### config.mk
export PLATFORM = sky130hd
export DESIGN_NAME = uart_tx_fifo
export DESIGN_NICKNAME = d
export VERILOG_FILES = /design/src/rtl/uart_tx_fifo.sv
export SDC_FILE = /design/constraint.sdc
export NUM_CORES = 1
export LEC_CHECK = 0
export CAP_MARGIN = 25
export CELL_PAD_IN_SITES_DETAIL_PLACEMENT = 1
export CELL_PAD_IN_SITES_GLOBAL_PLACEMENT = 2
export CORE_ASPECT_RATIO = 0.75
export CORE_MARGIN = 5
export CORE_UTILIZATION = 47
export CTS_CLUSTER_DIAMETER = 80
export DETAILED_ROUTE_END_ITERATION = 8
export GPL_TIMING_DRIVEN = 0
export HOLD_SLACK_MARGIN = 0.12
export PLACE_DENSITY_LB_ADDON = 0.1
export SYNTH_ARGS = -nofsm -noshare
export SYNTH_HDL_FRONTEND = slang
export SYNTH_SLANG_ARGS = --single-unit
### constraint.sdc
create_clock -name clk -period 7.5 [get_ports clk]
set_clock_uncertainty 0.05 [all_clocks]
set_input_delay 0.75 -clock clk [delete_from_list [all_inputs] [get_ports clk]]
set_output_delay 0.75 -clock clk [all_outputs]
set_load 0.02 [all_outputs]
### src/rtl/uart_tx_fifo.sv
// Byte FIFO feeding a UART transmitter.
// A three-state handshake pops one byte at a time and waits for the transmitter's done flag.
module uart_tx_fifo #(
    parameter int DEPTH  = 16,
    parameter int ADDR_W = 4
) (
    input  logic              clk,
    input  logic              rst_n,
    input  logic              wr_en_i,
    input  logic [7:0]        wr_data_i,
    output logic              full_o,
    output logic              empty_o,
    output logic [ADDR_W:0]   count_o,
    output logic              overflow_o,
    output logic              busy_o,
    output logic [7:0]        txd_data_o,
    output logic              txd_en_o,
    input  logic              txd_flag_i
);

    typedef enum logic [1:0] {
        IDLE  = 2'd0,
        START = 2'd1,
        WAIT  = 2'd2
    } state_t;

    localparam logic [ADDR_W:0]   FULL_COUNT = (ADDR_W + 1)'(DEPTH);
    localparam logic [ADDR_W:0]   CNT_ONE    = (ADDR_W + 1)'(1);
    localparam logic [ADDR_W-1:0] PTR_ONE    = ADDR_W'(1);

    state_t            state_reg;
    state_t            state_next;
    logic [7:0]        mem [DEPTH];
    logic [ADDR_W-1:0] wr_ptr_reg;
    logic [ADDR_W-1:0] rd_ptr_reg;
    logic [ADDR_W:0]   count_reg;
    logic              overflow_reg;
    logic [7:0]        txd_data_reg;
    logic              full;
    logic              empty;
    logic              wr_accept;
    logic              pop;

    // Full/empty come from the registered count, so a same-cycle pop never frees room for a write.
    assign full      = (count_reg == FULL_COUNT);
    assign empty     = (count_reg == '0);
    assign wr_accept = wr_en_i && !full;

    always_comb begin
        state_next = state_reg;
        pop        = 1'b0;
        case (state_reg)
            IDLE: begin
                if (!empty) begin
                    pop        = 1'b1;
                    state_next = START;
                end
            end
            START: state_next = WAIT;
            WAIT: begin
                if (txd_flag_i) begin
                    state_next = IDLE;
                end
            end
            default: state_next = IDLE;
        endcase
    end

    always_ff @(posedge clk) begin
        if (!rst_n) begin
            state_reg <= IDLE;
        end else begin
            state_reg <= state_next;
        end
    end

    // Storage array is left uninitialised on reset so it maps onto block RAM.
    always_ff @(posedge clk) begin
        if (wr_accept) begin
            mem[wr_ptr_reg] <= wr_data_i;
        end
    end

    // Registered read port doubles as the byte held for the transmitter.
    always_ff @(posedge clk) begin
        if (!rst_n) begin
            txd_data_reg <= 8'h00;
        end else if (pop) begin
            txd_data_reg <= mem[rd_ptr_reg];
        end
    end

    always_ff @(posedge clk) begin
        if (!rst_n) begin
            wr_ptr_reg   <= '0;
            rd_ptr_reg   <= '0;
            count_reg    <= '0;
            overflow_reg <= 1'b0;
        end else begin
            overflow_reg <= wr_en_i && full;
            if (wr_accept) begin
                wr_ptr_reg <= wr_ptr_reg + PTR_ONE;
            end
            if (pop) begin
                rd_ptr_reg <= rd_ptr_reg + PTR_ONE;
            end
            case ({wr_accept, pop})
                2'b10:   count_reg <= count_reg + CNT_ONE;
                2'b01:   count_reg <= count_reg - CNT_ONE;
                default: count_reg <= count_reg;
            endcase
        end
    end

    assign full_o     = full;
    assign empty_o    = empty;
    assign count_o    = count_reg;
    assign overflow_o = overflow_reg;
    assign busy_o     = (state_reg != IDLE);
    assign txd_en_o   = (state_reg == START);
    assign txd_data_o = txd_data_reg;

endmodule

==> results_dict.tcl, run 1 <==
set metrics [dict create \
    status "complete, no violations" \
    synth_warnings 0 \
    synth.net_count 428 \
    use_met1_pct 26.9 \
    path_delay_family "compound AO/OA/AOI/OAI gates" \
    ys_seq_area_share_pct 70.3 \
    rows 36 \
    cts_setup_buffers 0 \
    final_max_slew_viol_count 0 \
    finalHoldViolCount 0 \
    cts.sinks 152 \
    die_h_um 109 \
    crit_buf_inv 4 \
    fin_crit_sh_pct 47.4 \
    cpMaxStageDelayCell "a21oi_1" \
    antenna_left 0 \
    largest_reg_flops 128 \
    critical_path_class "input port to flop" \
    crit_fanout 9 \
    cap_violations 0 \
    synthCells 408 \
    cp_data_required_time_ns 7.80 \
    syn_avg_cell_area_um2 15.1 \
    start_util_pct 47.7 \
    crit_arrival_ns 3.86 \
    vias 3581 \
    synth-async-reset-ratio_pct 0 \
    port_buffers 29 \
    clk_pin_slew_ns 0.06 \
    nNetsFinal 480 \
    fill_cells 1249 \
    totalWireLength_um 14500 \
    ys_seq_elements 152 \
    cts_tree "yes" \
    p_leak_nw 2.36 \
    setup_violations 0 \
    root_buffer "clkbuf_16" \
    cts_resized 0 \
    synth_top_area_cell "edfxtp_1" \
    synth_top_area_share_pct 62.5 \
    ioPinCount 30 \
    use_met2_pct 31.8 \
    drtPass1Iterations 4 \
    cts_hold_buffers 0 \
    min_period_ns 3.55 \
    rsz0062_at_grt "no" \
    ys_top_cells_by_area "edfxtp_1 63%, mux2i_1 11%, dfxtp_1 7.8%" \
    netlist_top_cells_count "128 x edfxtp_1, 69 x mux2i_1, 33 x o22ai_1" \
    antenna_found_initial 0 \
    grt_pass1_vias 3730 \
    ctsLongestPathBuffers 2 \
    synth_edf_count 128 \
    max_freq_mhz 281 \
    core_area_mm2 0.0129 \
    netlist_area_mm2 0.00615 \
    grt_busiest_layer "met2" \
    gp_congestion 0.817 \
    viasPerCell 5.56 \
    ir_drop_mv 0.185 \
    ctsHtreeMaxLevel 4 \
    worst_pin_slew_ns 0.814 \
    cp_cell_sequence "clkdlybuf4s50_1 -> inv_1 -> a21oi_1 -> inv_1 -> ha_1 -> clkbuf_1 -> xor2_1 -> ha_1 -> a21oi_1 -> or3_1 -> a31oi_1 -> mux2i_1" \
    dp_hpwl_um 10100 \
    n_antenna_cell 0 \
    drive_above_1_share_pct 11.4 \
    synthMostInstantiatedCell "edfxtp_1" \
    area.growth.synth_to_final_pct 18.1 \
    fin_tns_setup_ns 0 \
    start_kind "input port" \
    regMostFlops "mem" \
    fin_hold_ws_ns 0.489 \
    insertion_delay_ns 0.42 \
    endpoint_kind "flop" \
    worstHoldPathType "flop to flop" \
    die_w_um 142 \
    fp.dieArea_mm2 0.0155 \
    cts_inserted_buffers 17 \
    slowest_delay_ns 0.55 \
    use_met3_pct 5.66 \
    grt_max_degree 17 \
    slew_headroom_pct 45.5 \
    grt_pass1_wl_um 21900 \
    drc 0 \
    overflow 0 \
    post_drt_wl_per_cell_um 22.5 \
    synth_cell_type_count 37 \
    p_per_area_mw_per_mm2 345 \
    synthFlopType "edfxtp_1" \
    initialDrtViolationCount 293 \
    grt_util_all_layers_pct 19.9 \
]
==> metal layers <==
layer	vias to the layer above	share of wire (%)	wire length, µm
met4	0	0.82	118
met5	-	0	0
met1	1827	46	6650
met3	12	5.2	757
li1	1675	-	-
met2	67	48	6940
==> cell families (layout without fill, tap and decap cells) <==
kind of cell	count (synthesis)	after routing	share of synthesized area (%)
and+or+nand+nor	72	72	6.19
muxes	69	69	11.2
buffers and inverters	33	98	2.67
xor gates and xnor gates	9	9	1.28
adders and majority gates	8	8	1.63
DFF	152	152	70.3
AOI/OAI and AO/OA	65	65	6.66
==> worst reg2reg max path, cell delays in order (launching register included) <==
cell and delay (ns):
dfxtp_1 0.35, buf_2 0.23, nor4_4 0.09, a21boi_2 0.44, buf_2 0.32, ha_1 0.18, clkbuf_1 0.31, xor2_1 0.19
ha_1 0.16, a21oi_1 0.07, or3_1 0.36, a31oi_1 0.37, mux2i_1 0.22
==> final timing paths <==
path,start,end,slack (ns),depth (start not counted)
max,wr_en_i,count_o[4],3.95,12
min,state_reg[1],state_reg[1],0.49,2
max reg2reg,count_o[2],count_o[4],4.09,12
min reg2reg,state_reg[1],state_reg[1],0.49,2
==> stage by stage <==
stage	area (µm²)	util (%)	total power, W	setup WS (ns)	instances
after floorplan	6150	-	0.00144	4.58	408
after global routing	7260	56.4	0.00262	3.71	644
after CTS	7260	56.4	0.00252	3.95	644
final	7260	56.4	0.00250	3.95	644
after global placement	6650	51.6	0.00166	3.60	608
after detailed placement	6680	51.8	0.00168	3.52	612
==> power by group <==
part / internal (W) / switching [W] / leakage (nW)
registers: 0.000977 / 0.0000367 / 1.35
clock network: 0.000506 / 0.000334 / 0.293
logic: 0.000257 / 0.000393 / 0.712
total: 0.00174 / 0.000763 / 2.36
==> layout make-up <==
class / count / area, µm² / area share [%]
Timing Repair Buffer: 33 / 315 / 4.34
Buffer: 25 / 134 / 1.84
Clock inverter: 9 / 85.1 / 1.17
Tap cell: 171 / 214 / 2.95
Sequential cell: 152 / 4320 / 59.5
Multi-Input combinational cell: 223 / 1660 / 22.8
Clock buffer: 23 / 500 / 6.89
Inverter: 8 / 30.0 / 0.414
==> placed cells by master (no fill, tap or decap), types with 2 or more instances in the layout <==
cell | Yosys | routed
edfxtp_1 | 128 | 128
mux2i_1 | 69 | 69
o22ai_1 | 33 | 33
clkdlybuf4s50_1 | 0 | 29
nor2_1 | 27 | 27
dfxtp_1 | 24 | 24
clkbuf_16 | 0 | 19
buf_2 | 11 | 13
a21oi_1 | 12 | 12
clkbuf_1 | 8 | 11
o21ai_0 | 10 | 10
nand2_1 | 9 | 9
inv_1 | 8 | 8
nor4_1 | 8 | 8
ha_1 | 8 | 8
nor3_1 | 7 | 7
xor2_1 | 6 | 6
buf_4 | 3 | 5
nor2b_1 | 3 | 3
nand2b_1 | 3 | 3
or3_1 | 3 | 3
nand3b_1 | 3 | 3
or3b_1 | 3 | 3
xnor2_1 | 3 | 3
inv_4 | 0 | 3
buf_6 | 2 | 2
nand3_1 | 2 | 2
o211ai_1 | 2 | 2
a22oi_1 | 2 | 2
clkinv_4 | 0 | 2
clkinv_2 | 0 | 2
Power figures use the tool's default switching activity.
==> inputs of run 2 (changes only) <==
CORE_UTILIZATION = 44   (was 47)
clock period = 3.32 ns   (was 7.5 ns; I/O delays follow)
==> run 2 against run 1 <==
Compared with the run above: power grew 130%; setup slack lost 3.7 ns; count of clock-buffer cells in the layout fell by 1; via count is 0.34% higher; clock power is 120% higher; wire length rose by 4.1%; critical path depth shrank 1; sequential cell count did not move; sequential power grew 130%; final area rose by 0.31%; non-clock buffer count grew 3; global-route usage is 0.82 points lower.
==> results_dict.tcl, run 2 (synthesis gave the netlist of run 1 again) <==
set metrics [dict create \
    area.growth.synth_to_final_pct 18.5 \
    vias 3593 \
    initialDrtViolationCount 343 \
    slowest_delay_ns 0.48 \
    worst_pin_slew_ns 0.842 \
    cts_inserted_buffers 17 \
    dp_hpwl_um 10500 \
    overflow 0 \
    min_period_ns 3.08 \
    ir_drop_mv 0.420 \
    grt_max_degree 17 \
    use_met2_pct 28.3 \
    nNetsFinal 483 \
    die_w_um 146 \
    port_buffers 29 \
    worstHoldPathType "flop to flop" \
    grt_busiest_layer "met2" \
    path_delay_family "simple AND/OR/NAND/NOR gates" \
    max_freq_mhz 324 \
    n_antenna_cell 0 \
    core_area_mm2 0.0137 \
    ctsLongestPathBuffers 2 \
    gp_congestion 0.805 \
    root_buffer "clkbuf_16" \
    viasPerCell 5.52 \
    rows 37 \
    die_h_um 112 \
    start_util_pct 44.9 \
    p_per_area_mw_per_mm2 785 \
    insertion_delay_ns 0.42 \
    cts.sinks 152 \
    largest_reg_flops 128 \
    post_drt_wl_per_cell_um 23.1 \
    slew_headroom_pct 43.6 \
    cap_violations 0 \
    use_met1_pct 26.4 \
    cts_hold_buffers 0 \
    cp_data_required_time_ns 3.62 \
    finalHoldViolCount 0 \
    grt_pass1_wl_um 22900 \
    status "complete, no violations" \
    setup_violations 0 \
    critical_path_class "flop to flop" \
    endpoint_kind "flop" \
    cp_cell_sequence "buf_2 -> nor4_4 -> a21oi_2 -> inv_1 -> ha_2 -> xor2_1 -> ha_1 -> a21oi_1 -> or3_1 -> a31oi_1 -> mux2i_1" \
    clk_pin_slew_ns 0.06 \
    rsz0062_at_grt "no" \
    totalWireLength_um 15100 \
    start_kind "flop" \
    instances_no_fill 651 \
    pre_cts_ws_ns -0.176 \
    fin_ws_ns 0.237 \
    cpMaxStageDelayCell "nor4_4" \
    layout_common_cells "128 x edfxtp_1, 69 x mux2i_1, 33 x o22ai_1, 29 x clkdlybuf4s50_1, 27 x nor2_1" \
    antenna_found_initial 0 \
    placed_cells 616 \
    ioPinCount 30 \
    grt_util_all_layers_pct 19.1 \
    ctsHtreeMaxLevel 4 \
    regMostFlops "mem" \
    fp.dieArea_mm2 0.0165 \
    regToRegSetupSlack_ns 0.24 \
    drive_above_1_share_pct 12.8 \
    drtPass1Iterations 4 \
    cts_tree "yes" \
    crit_fanout 10 \
    fin_crit_sh_pct 92.9 \
    drc 0 \
    layout_commonest_cell "edfxtp_1" \
    final_max_slew_viol_count 0 \
    antenna_left 0 \
    crit_arrival_ns 3.38 \
    crit_buf_inv 2 \
    grt_pass1_vias 3795 \
    use_met3_pct 5.89 \
    p_leak_nw 2.38 \
]
-- run 2: worst paths after layout --
check               start      endpoint  cells after the start
max            count_o[2]    count_o[4]                     11
min          state_reg[1]  state_reg[1]                      2
max reg2reg    count_o[2]    count_o[4]                     11
min reg2reg  state_reg[1]  state_reg[1]                      2
-- run 2: metrics by stage --
stage / hold slack [ns] / cell area (µm²) / utilization (%) / TNS (ns) / total power, W
final: 0.491 / 7280 / 53.2 / 0 / 0.00572
after global routing: 0.540 / 7280 / 53.2 / 0 / 0.00599
after CTS: 0.498 / 7250 / 52.9 / 0 / 0.00569
after detailed placement: 0.480 / 6680 / 48.8 / -0.237 / 0.00382
after global placement: 0.456 / 6660 / 48.6 / -0.105 / 0.00376
after floorplan: 0.381 / 6150 / - / 0 / 0.00325
-- run 2: per-layer routing --
metal | routed length (µm) | share of wire, %
met2 | 6870 | 46
met3 | 947 | 6.3
met1 | 6990 | 46
met4 | 254 | 1.7
met5 | 0 | 0
-- run 2: tightest hold or removal path: stages (launching register included) --
cell and delay [ns]:
dfxtp_1 0.32, a21oi_1 0.12, nor2_1 0.05
-- run 2: power by group --
part	total [W]	internal (W)	switching (W)
Combinational	0.00158	0.000661	0.000920
Clock	0.00185	0.00109	0.000753
Sequential	0.00229	0.00221	0.0000836
Total	0.00572	0.00396	0.00176
-- run 2: what timing repair did --
item	4_1_cts	5_1_grt
endpoints found under the setup margin	1	1
pin swaps	0	2
buffers inserted	0	4
gates resized for setup	1	2
-- run 2: area by class of cell --
| class | count | area, µm² |
|---|---|---|
| Clock inverter | 10 | 88.8 |
| Multi-Input combinational cell | 223 | 1670 |
| Timing Repair Buffer | 37 | 345 |
| Inverter | 8 | 30.0 |
| Tap cell | 175 | 219 |
| Buffer | 24 | 130 |
| Fill cell | 1351 | 6420 |
| Sequential cell | 152 | 4320 |
| Clock buffer | 22 | 474 |
==> inputs of run 3 (changes only) <==
CTS_CLUSTER_DIAMETER = default   (was 80)
==> results of run 3 <==
Final layout, timing and power as in run 2 (identical DEF).
